## src/rtl/cmd_issuer.sv

```systemverilog
// Key-event front end for the dungeon engine: decodes keys into command words,
// filters illegal/bouncing events and queues the survivors in a show-ahead FIFO.
module cmd_issuer #(
  parameter int DEPTH   = 8,
  parameter int HOLDOFF = 4,
  parameter int CW      = 16
) (
  input  logic                     clk,
  input  logic                     rst_n,
  input  logic                     key_valid,
  input  logic [7:0]               key_code,
  input  logic                     in_battle,
  output logic                     cmd_valid,
  input  logic                     cmd_ready,
  output logic [CW-1:0]            cmd_data,
  output logic [$clog2(DEPTH):0]   fifo_level,
  output logic [7:0]               drop_cnt,
  output logic                     overflow
);

  localparam int AW = $clog2(DEPTH);
  localparam int LW = AW + 1;
  localparam int HW = (HOLDOFF > 1) ? $clog2(HOLDOFF) : 1;

  typedef enum logic {READY, HOLD} state_t;

  state_t         state_q, state_d;
  logic [CW-1:0]  last_cmd_q, last_cmd_d;
  logic [HW-1:0]  hold_q, hold_d;
  logic [AW-1:0]  wr_ptr_q, wr_ptr_d;
  logic [AW-1:0]  rd_ptr_q, rd_ptr_d;
  logic [LW-1:0]  level_q, level_d;
  logic [7:0]     drop_cnt_q, drop_cnt_d;
  logic           overflow_q, overflow_d;

  logic [CW-1:0]  mem [DEPTH];

  logic [CW-1:0]  dec_cmd;
  logic           legal;
  logic           bounce;
  logic           candidate;
  logic           full;
  logic           pop;
  logic           push;
  logic           full_drop;
  logic           drop;

  // Movement is only meaningful while exploring, attack/run only in battle.
  always_comb begin
    dec_cmd = '0;
    legal   = 1'b0;
    case (key_code)
      8'h64: begin dec_cmd = CW'(16'h0001); legal = !in_battle; end
      8'h61: begin dec_cmd = CW'(16'h0002); legal = !in_battle; end
      8'h77: begin dec_cmd = CW'(16'h0003); legal = !in_battle; end
      8'h73: begin dec_cmd = CW'(16'h0004); legal = !in_battle; end
      8'h66: begin dec_cmd = CW'(16'h0005); legal = in_battle;  end
      8'h72: begin dec_cmd = CW'(16'h0006); legal = in_battle;  end
      8'h68: begin dec_cmd = CW'(16'h0010); legal = 1'b1;       end
      default: begin dec_cmd = '0; legal = 1'b0; end
    endcase
  end

  always_comb begin
    full      = (level_q == LW'(DEPTH));
    pop       = (level_q != '0) && cmd_ready;
    bounce    = (state_q == HOLD) && (dec_cmd == last_cmd_q);
    candidate = key_valid && legal && !bounce;
    // A pop in the same cycle frees the slot a full FIFO would otherwise refuse.
    push      = candidate && (!full || pop);
    full_drop = candidate && !push;
    drop      = key_valid && !push;
  end

  always_comb begin
    wr_ptr_d   = push ? wr_ptr_q + AW'(1) : wr_ptr_q;
    rd_ptr_d   = pop  ? rd_ptr_q + AW'(1) : rd_ptr_q;
    level_d    = level_q;
    if (push && !pop) begin
      level_d = level_q + LW'(1);
    end else if (pop && !push) begin
      level_d = level_q - LW'(1);
    end
    drop_cnt_d = (drop && drop_cnt_q != 8'hFF) ? drop_cnt_q + 8'd1 : drop_cnt_q;
    overflow_d = overflow_q | full_drop;
  end

  always_comb begin
    state_d    = state_q;
    last_cmd_d = last_cmd_q;
    hold_d     = hold_q;
    case (state_q)
      READY: begin
        if (push) begin
          state_d    = HOLD;
          last_cmd_d = dec_cmd;
          hold_d     = HW'(HOLDOFF - 1);
        end
      end
      HOLD: begin
        if (push) begin
          last_cmd_d = dec_cmd;
          hold_d     = HW'(HOLDOFF - 1);
        end else if (hold_q != '0) begin
          hold_d = hold_q - HW'(1);
        end else if (!key_valid) begin
          state_d = READY;
        end
      end
      default: state_d = READY;
    endcase
  end

  always_ff @(posedge clk or negedge rst_n) begin
    if (!rst_n) begin
      state_q    <= READY;
      last_cmd_q <= '0;
      hold_q     <= '0;
      wr_ptr_q   <= '0;
      rd_ptr_q   <= '0;
      level_q    <= '0;
      drop_cnt_q <= '0;
      overflow_q <= 1'b0;
    end else begin
      state_q    <= state_d;
      last_cmd_q <= last_cmd_d;
      hold_q     <= hold_d;
      wr_ptr_q   <= wr_ptr_d;
      rd_ptr_q   <= rd_ptr_d;
      level_q    <= level_d;
      drop_cnt_q <= drop_cnt_d;
      overflow_q <= overflow_d;
    end
  end

  always_ff @(posedge clk) begin
    if (push) begin
      mem[wr_ptr_q] <= dec_cmd;
    end
  end

  assign cmd_valid  = (level_q != '0);
  assign cmd_data   = cmd_valid ? mem[rd_ptr_q] : '0;
  assign fifo_level = level_q;
  assign drop_cnt   = drop_cnt_q;
  assign overflow   = overflow_q;

endmodule
```

## config.mk

```make
export PLATFORM = sky130hd
export DESIGN_NAME = cmd_issuer
export DESIGN_NICKNAME = d
export VERILOG_FILES = /design/src/rtl/cmd_issuer.sv
export SDC_FILE = /design/constraint.sdc
export NUM_CORES = 1
export LEC_CHECK = 0
export BUFFER_PORTS_ARGS = -buffer_cell sky130_fd_sc_hd__buf_2
export CAP_MARGIN = 20
export CORE_UTILIZATION = 40
export DETAILED_ROUTE_END_ITERATION = 10
export SETUP_SLACK_MARGIN = 0.02
export SLEW_MARGIN = 0
export SYNTH_ARGS = -nofsm -noshare
export SYNTH_HDL_FRONTEND = slang
export SYNTH_SLANG_ARGS = --single-unit
```

## constraint.sdc

```tcl
create_clock -name clk -period 2.6 [get_ports clk]
set_input_delay 0.52 -clock clk [delete_from_list [all_inputs] [get_ports clk]]
set_output_delay 0.52 -clock clk [all_outputs]
set_load 0.01 [all_outputs]
```

### After elaboration in Yosys (flattened, before gate mapping)

Memories as Yosys holds them, arrays and structs flattened.
Cells that the tools add are included.

| cells by class | value |
|---|---|
| add/sub/neg operators | 6 |
| equality and inequality tests | 12 |
| multiplexer cells | 16 |
| bitwise logic cells | 2 |
| reductions and logical operators | 22 |

Operators with widths:

| kind | count |
|---|---|
| 8-bit by 7-bit == test with 1-bit output, second input constant | 7 |
| 5-bit case mux with 7 select lines | 1 |
| 16-bit 2-to-1 mux | 2 |
| 16-bit == test | 1 |
| 1-bit logical AND | 10 |
| 8-bit by 1-bit adder with 8-bit output, second input constant | 1 |
| 4-bit 2-to-1 mux | 2 |
| 8-bit inequality test, second input constant | 1 |
| 3-bit by 1-bit adder with 3-bit output, second input constant | 2 |
| 2-bit 2-to-1 mux | 3 |
| 1-bit zero test | 5 |
| 1-bit 2-to-1 mux | 5 |
| 4-bit by 1-bit adder with 4-bit output, second input constant | 1 |
| 4-bit == test, second input constant | 1 |
| 2-bit case mux with 2 select lines | 1 |
| 2-bit nonzero test | 2 |
| 4-bit nonzero test | 1 |
| 4-bit OR reduction | 1 |
| 4-bit by 1-bit subtractor with 4-bit output, second input constant | 1 |
| 3-bit by 1-bit inequality test with 1-bit output, second input constant | 1 |
| 1-bit case mux with 3 select lines | 1 |
| 2-bit inequality test, second input constant | 1 |
| 1-bit case mux with 2 select lines | 1 |
| 2-bit AND reduction | 1 |
| other kinds (5) | 5 |

| word-level totals | value |
|---|---|
| register bits | 38 |
| RAM bits | 40 |
| logic and storage cells | 67 |
| memories | 1 |

Memories:

| memory | depth | bits a word | read ports | clocked after Yosys merged registers in | wr ports | line | RTL |
|---|---|---|---|---|---|---|---|
| mem | 8 | 5 | 1 | 0 | 1 | 36 | `logic [CW-1:0] mem [DEPTH];` |

### Longest topological paths before layout

Gate-level depths: netlist of run 1.

| depth | value |
|---|---|
| depth after elaboration | 11 |
| gate-level depth with buffers | 16 |

### Worst setup path after synthesis of run 1

No wires, ideal clock.

| timing | value |
|---|---|
| path type | input-to-reg |
| from | input port key_code[0] |
| to | register level_q[3], in the netlist fifo_level[3] |
| setup time | 129 ps |
| arrival | 2947 ps |
| data required time | 2471 ps |
| path slack | -476 ps |
| stages | 16 |
| buffers on the path | 1 |
| path through | buf_2 > nor3b_2 > o21ai_1 > nor3_2 > xnor2_1 > nand4_1 > nand4_2 > inv_1 > ha_1 > inv_1 > ha_1 > a21o_1 > a21oi_1 > xnor2_1 > nor2_1 > xor2_1 |

| on the way | value |
|---|---|
| word-level cells in the longest chain between the ends | 10 |
| elaborated cells on any way between the ends | 22 |
| classes of those cells | eq/ne (8); mux (3); reduce/logical (11) |

RTL lines:

| element | line | RTL |
|---|---|---|
| from (decl) | 11 | `input logic [7:0] key_code,` |
| 8-bit by 7-bit == test with 1-bit output | 52 | `case (key_code)` |
| 5-bit case mux with 7 select lines (*) | 52 |  |
| via dec_cmd[2] | 38 | `logic [CW-1:0] dec_cmd;` |
| 16-bit == test (*) | 67 | `bounce = (state_q == HOLD) && (dec_cmd == last_cmd_q);` |
| 1-bit logical AND (*) | 67 |  |
| 1-bit zero test (*) | 68 | `candidate = key_valid && legal && !bounce;` |
| 1-bit logical AND (*) | 68 |  |
| 1-bit logical AND (*) | 70 | `push = candidate && (!full \|\| pop);` |
| via push | 44 | `logic push;` |
| 1-bit zero test | 81 | `end else if (pop && !push) begin` |
| 1-bit logical AND | 81 |  |
| 2-bit nonzero test (no source line) | n/a |  |
| to (signal assigned) | 130 | `level_q <= level_d;` |
| to (decl) | 32 | `logic [LW-1:0] level_q, level_d;` |

Mark *: on every way through the listed nets, which the timed path passes. The rest lies on a longest branch.
A chain may end at the register's enable or synchronous reset.

### Worst setup path after layout of run 1

| timing | value |
|---|---|
| from | input port key_code[4] |
| to | register level_q[3], in the netlist fifo_level[3] |

| on the way | value |
|---|---|
| word-level cells in the longest chain between the ends | 10 |
| elaborated cells on any way between the ends | 22 |
| classes of those cells | eq/ne (8); mux (3); reduce/logical (11) |

RTL lines:

| element | line |
|---|---|
| 8-bit by 7-bit == test with 1-bit output | 52 |
| 5-bit case mux with 7 select lines | 52 |
| 16-bit == test | 67 |
| 1-bit logical AND | 67 |
| 1-bit zero test | 68 |
| 1-bit logical AND (*) | 68 |
| 1-bit logical AND (*) | 70 |
| via push | 44 |
| 1-bit zero test | 81 |
| 1-bit logical AND | 81 |
| 2-bit nonzero test (no source line) | n/a |

Marked as above.

==> results of run 1 <==
[power breakdown]
group	total (mW)	switching (mW)	internal, mW
sequential	1.28	0.181	1.10
clock	0.980	0.345	0.636
combinational	0.981	0.462	0.519
[cell type report]
type	instances	area, um2
Clock buffer	11	131
Clock inverter	5	103
Fill cell	595	3230
Inverter	11	43.8
Multi-Input combinational cell	138	1220
Sequential cell	58	1610
Tap cell	96	120
Timing Repair Buffer	62	410
[cell usage after synthesis, drive strengths merged]
cell / instances / area (um2)
nor2: 10 / 37.5
nand3b: 2 / 15.0
fa: 1 / 20.0
mux2i: 4 / 40.0
mux4: 8 / 180
buf: 17 / 119
inv: 11 / 41.3
edfxtp: 32 / 961
nand2b: 2 / 12.5
a21o: 1 / 7.51
nor3b: 1 / 12.5
mux2: 9 / 116
o21ai: 5 / 25.0
or3: 1 / 6.26
and2b: 1 / 7.51
nor4b: 1 / 15.0
o32ai: 1 / 8.76
a41o: 1 / 10.0
and3: 3 / 23.8
a21oi: 5 / 28.8
nand2: 10 / 37.5
dfrtp: 26 / 651
nand4b: 1 / 8.76
and4: 2 / 17.5
ha: 7 / 87.6
a22oi: 1 / 7.51
clkbuf: 3 / 11.3
and2: 2 / 12.5
o32a: 1 / 10.0
nand4: 4 / 31.3
xor2: 4 / 35.0
conb: 1 / 3.75
o211ai: 1 / 7.51
nor4: 5 / 31.3
nor3: 9 / 55.1
nand3: 7 / 35.0
xnor2: 15 / 131
o21bai: 1 / 7.51
[logic make-up after synthesis]
| group | after synthesis | share of synthesized area (%) |
|---|---|---|
| other | 1 | 0.131 |
| XOR/XNOR | 19 | 5.80 |
| adder cells (fa/ha/maj) | 8 | 3.75 |
| flip-flops | 58 | 56.2 |
| multiplexers | 21 | 11.7 |
| AO/OA/AOI/OAI | 17 | 3.93 |
| AND/OR/NAND/NOR | 61 | 12.5 |
| buffers and inverters | 31 | 5.97 |
[cell usage in the layout, fill, tap and decap left out, drive strengths merged, types with 2 or more instances in the layout]
cell | netlist | final
a21oi | 5 | 5
and2 | 2 | 2
and3 | 3 | 3
and4 | 2 | 2
buf | 17 | 62
bufinv | 0 | 3
clkbuf | 3 | 11
conb | 1 | 12
dfrtp | 26 | 26
edfxtp | 32 | 32
ha | 7 | 7
inv | 11 | 11
mux2 | 9 | 9
mux2i | 4 | 4
mux4 | 8 | 8
nand2 | 10 | 10
nand2b | 2 | 2
nand3 | 7 | 7
nand3b | 2 | 2
nand4 | 4 | 4
nor2 | 10 | 10
nor3 | 9 | 9
nor4 | 5 | 5
o21ai | 5 | 5
xnor2 | 15 | 15
xor2 | 4 | 4
[worst max path at each step]
stage	endpoint	startpoint	slack, ns	cells past startpoint
after global placement	fifo_level[3]	key_code[2]	-0.38	16
after detailed placement	fifo_level[3]	key_code[2]	-0.47	16
final	fifo_level[3]	key_code[4]	0.01	16
after CTS	fifo_level[3]	key_code[0]	0.02	16
after floorplan	fifo_level[3]	key_code[0]	-0.28	16
after global routing	fifo_level[3]	key_code[4]	-0.08	16
[sequential cells by signal, summed over array words and instances, names as in the netlist]
name / flops
mem: 32
hold_q: 2
fifo_level: 4
last_cmd_q: 4
drop_cnt: 8
wr_ptr_q: 3
state_q: 1
overflow: 1
rd_ptr_q: 3
[metal layers]
metal  GRT usage (%)  part of all wire [%]  vias up  routed length (um)
met2            25.8                    51       43                2670
met4            5.45                  0.36        0                  19
met1            19.5                    45      924                2390
li1                -                     -      898                   -
met5               0                     0        -                   0
met3            5.24                   3.5        2                 186
[per-stage QoR]
stage / area, um2 / TNS (ns) / utilization [%]
after detailed placement: 3350 / -1.46 / 48.7
after floorplan: 2970 / -0.484 / -
after global placement: 3350 / -1.12 / 48.7
after CTS: 3630 / 0 / 52.8
final: 3640 / 0 / 53.0
after global routing: 3640 / -0.0819 / 53.0
[timing repair]
action / 4_1_cts / 5_1_grt
resized for setup: 10 / 1
gates cloned: 0 / 0
hold buffers: 0 / 0
setup endpoints to repair: 2 / 3
pin swaps: 13 / 1
buffers inserted: 1 / 1
==> out/qor.txt, run 1 <==
status: finished, final reports clean
drt first pass iters: 4
routed len/inst: 13.8 um
Setup CP Type: primary input to flop
post-layout worst setup margin: 0.0119 ns
VDD IR max: 550 uV
Clock Tree Buf Depth: 2
routability cong.: 0.743
Die Ht: 86.7 um
crit path max fanout: 6
CTS tree: done
DRT iter0 DRCs: 88
minimum clock period: 2.59 ns
Max-Cap Viols: 0
Fin Hold WS: 0.193 ns
total design power: 3.24 mW
unrepaired setup endpoints after global routing: true
initial antenna violation count: 0
final wirelength: 5260 um
CP delay by family, top: compound AO/OA/AOI/OAI gates
fin. max-slew vios: 0
worst slack, placed: -0.470 ns
post-synth cell types: 48
R2R setup slack: 0.06 ns
Clk Tree Root Cell: clkbuf_8
Slew headroom: 59.7%
layout cells sized above 1: 39.6%
Synth Warn #: 0
Placed Cells: 363
GRT Util Overall: 15.7%
Static Leak: 1.55 nW
final std cells w/o fill: 381
core box area: 6870 um2
worst reg2reg startpoint: last_cmd_q[4]
final net count: 301
Max Clk Rate: 386 MHz
largest net degree at the start of global routing: 27
die area: 7520 um2
pin slew with the least headroom to its limit: 0.598 ns
Skew-Pair Late Insertion Delay: 0.33 ns
reg2reg path depth: 14
vias in the first global route: 1840
reg2reg end: fifo_level[3]
first-pass GRT wire length: 8710 um
CP max stage delay: 0.30 ns
CTS buffer count: 9
clock slew at reported path FFs: 0.07 ns
Rows: 30
Initial Utilization: 41.8%
final hold viol count: 0
Power Density: 892 nW/um2
Mapped Area: 2870 um2
via count: 1867
final setup fails: 0
CP arrival: 2.80 ns
Seq/Total Area, Yosys: 56.2%
Setup Skew: 0.00640 ns
Critical Path Sink Type: flop
final period utilization: 99.5%
Buf/Inv on CP: 3
Hold Crit Class: primary input to asynchronous set/reset pin
remaining routing DRC violations: 0
cells along the critical path: buf_4 -> nor3b_4 -> nor2_2 -> o32a_1 -> o32ai_2 -> nand4_1 -> nand4_2 -> inv_2 -> ha_4 -> inv_4 -> ha_4 -> a21o_1 -> a21oi_2 -> xnor2_1 -> nor2_1 -> xor2_1
Vias/cell: 4.90
IO Pins: 43
Crit-path slowest cell: o32a_1
Syn Inst Count: 216
antenna-violating nets left: 0
Port Buffers: 30
Die Wd: 86.7 um
n_diodes: 0
Syn Area/Cell: 13.3 um2
CP required: 2.81 ns
Area Overhead vs Synth: 26.9%
Max H-tree Level: 3
most used cell, CP: ha_4
Num Clock Sinks: 58
detailed placement HPWL: 3810 um
CP Launch Type: primary input
global route overflow: 0
Synth Register Bits: 58
No activity file was read; power rests on OpenSTA's default activity.
==> run 2: changes to the inputs <==
--- a/config.mk
+++ b/config.mk
@@ -6,7 +6,6 @@
 export NUM_CORES = 1
 export LEC_CHECK = 0
 export BUFFER_PORTS_ARGS = -buffer_cell sky130_fd_sc_hd__buf_2
-export CAP_MARGIN = 20
 export CORE_UTILIZATION = 40
 export DETAILED_ROUTE_END_ITERATION = 10
 export SETUP_SLACK_MARGIN = 0.02
==> constraint.sdc (replaced) <==
create_clock -name clk -period 3.22 [get_ports clk]
set_input_delay 0.644 -clock clk [delete_from_list [all_inputs] [get_ports clk]]
set_output_delay 0.644 -clock clk [all_outputs]
set_load 0.02 [all_outputs]
==> out/qor.txt, run 2 (synthesis results as in run 1) <==
status: finished, final reports clean
commonest non-fill, non-tap cell in the layout: edfxtp_1
CP arrival: 3.20 ns (+0.40 ns)
final wirelength: 5190 um (-1.3%)
remaining routing DRC violations: 0 (unchanged)
crit path max fanout: 8 (+2)
most frequent cells in the layout: 32 x edfxtp_1, 30 x buf_2, 26 x dfrtp_1
switching share of power: 34.6% (+4.1 points)
largest net degree at the start of global routing: 27 (unchanged)
Power Internal: 1.60 mW (-29%)
final std cells w/o fill: 363 (-4.7%)
routability cong.: 0.743 (about the same)
GRT Util Overall: 15.8% (+0.087 points)
Die Ht: 86.7 um (unchanged)
reg2reg path depth: 14 (unchanged)
post-route setup TNS: 0 ns (unchanged)
postcts setup bufs: 0 (-1)
fin. max-slew vios: 0 (unchanged)
Die Wd: 86.7 um (unchanged)
Crit. path cell count: 16 (unchanged)
logic gate share of total power: 30.1% (about the same)
layout cells sized above 1: 30.0% (-9.7 points)
Power Density: 732 nW/um2 (-18%)
CP max stage delay: 0.33 ns (+0.03 ns)
Setup CP Type: primary input to flop
Max-Cap Viols: 0 (unchanged)
Crit. Startpoint: key_code[0]
Max Clk Rate: 334 MHz
CTS buffer count: 9 (unchanged)
# hold bufs at CTS: 0 (unchanged)
IO Pins: 43 (unchanged)
final hold viol count: 0 (unchanged)
minimum clock period: 2.99 ns
initial antenna violation count: 0 (unchanged)
Port Buffers: 30 (unchanged)
R2R setup slack: 0.54 ns (+0.48 ns)
routed len/inst: 14.3 um (+3.5%)
die area: 7520 um2 (unchanged)
pin slew with the least headroom to its limit: 0.626 ns (+0.0275 ns)
detailed placement HPWL: 3740 um (-1.7%)
clock slew at reported path FFs: 0.06 ns (about the same)
final net count: 283 (-6.0%)
Rows: 30 (unchanged)
worst reg2reg startpoint: last_cmd_q[4]
final period utilization: 92.9%
Clock Tree Buf Depth: 2 (unchanged)
vias in the first global route: 1760 (-4.3%)
CP delay by family, top: compound AO/OA/AOI/OAI gates
Skew-Pair Late Insertion Delay: 0.33 ns (about the same)
post_cts resized: 0 (-10)
Slew headroom: 57.8% (-1.9 points)
CP Capture Point: fifo_level[3]
Num Clock Sinks: 58 (unchanged)
DRT iter0 DRCs: 123 (+40%)
CTS tree: done
Placed Cells: 347 (-4.4%)
CP required: 3.43 ns (+0.62 ns)
Setup Skew: 0.00675 ns (+0.000349 ns)
Vias/cell: 4.90 (about the same)
Seq pwr share: 44.4% (+4.8 points)
Clk Tree Root Cell: clkbuf_8
first-pass GRT wire length: 8690 um (-0.23%)
Largest Register: mem
Area Overhead vs Synth: 16.5%
via count: 1779 (-4.7%)
cells along the critical path: buf_2 -> nor3b_2 -> nor2_1 -> o32a_1 -> o32ai_1 -> nand4_1 -> nand4_2 -> inv_1 -> ha_1 -> inv_1 -> ha_1 -> a21o_1 -> a21oi_1 -> xnor2_1 -> nor2_1 -> xor2_1
Crit-path slowest cell: o32a_1
n_diodes: 0 (unchanged)
unrepaired setup endpoints after global routing: false
VDD IR max: 298 uV (-46%)
reg2reg end: fifo_level[3]
Static Leak: 1.42 nW (-8.4%)
switching power: 0.846 mW (-14%)
Clock Power Share: 25.5% (-4.7 points)
CP Launch Type: primary input
max reg flops: 32 (unchanged)
drt first pass iters: 4 (unchanged)
Buf/Inv on CP: 3 (unchanged)
Initial Utilization: 41.8% (unchanged)
Max H-tree Level: 3 (unchanged)
core box area: 6870 um2 (unchanged)
global route overflow: 0 (unchanged)
final setup fails: 0 (unchanged)
Critical Path Sink Type: flop
antenna-violating nets left: 0 (unchanged)
Hold Crit Class: primary input to asynchronous set/reset pin
## run 2: cell types whose count changed in the layout (fill, tap and decap cells not counted), moves of 2 or more
cell and change:
buf_2 +3, buf_4 -20, bufinv_16 -2, clkinv_2 +2, ha_1 +2, ha_4 -2
inv_1 +2, nor4_1 +4, nor4_2 -4
## run 2: worst min-delay path by stage
stage,startpoint,to,slack [ns],cells past startpoint
floorplan,rst_n,drop_cnt[0],0.35,0
global placement,overflow,overflow,0.45,1
detailed placement,overflow,overflow,0.45,1
CTS,rst_n,rd_ptr_q[1],0.33,1
global route,rst_n,last_cmd_q[2],0.36,1
finish,rst_n,rd_ptr_q[2],0.33,1
## run 2: metrics by stage
stage	util [%]	setup WS, ns	area [um2]	hold WS [ns]	power, mW
2_1_floorplan	-	0.0492	2920	0.348	1.64
3_3_place_gp	46.0	0.0713	3160	0.449	1.83
3_5_place_dp	46.0	-0.109	3160	0.453	1.85
4_1_cts	48.7	0.244	3340	0.326	2.48
5_1_grt	48.7	0.0780	3340	0.362	2.62
6_report	48.7	0.230	3340	0.325	2.45
## run 2: routing by layer
layer / global-route usage (%) / share of wire [%]
met1: 20.5 / 45
met2: 24.5 / 50
met3: 3.90 / 3.9
met4: 8.48 / 1.1
met5: 0 / 0
## run 2: layout make-up
type / instances / area [um2]
Clock inverter: 4 / 45.0
Sequential cell: 58 / 1610
Timing Repair Buffer: 44 / 255
Fill cell: 632 / 3530
Multi-Input combinational cell: 138 / 1130
Tap cell: 96 / 120
Clock buffer: 12 / 135
Inverter: 11 / 41.3
## run 2: power groups by stage
stage          clock (mW)  combinational (mW)  sequential (mW)
4_1_cts             0.644               0.750             1.09
3_5_place_dp            0               0.747             1.10
3_3_place_gp            0               0.733             1.10
2_1_floorplan           0               0.552             1.09
5_1_grt             0.680               0.827             1.11
6_report            0.624               0.738             1.09
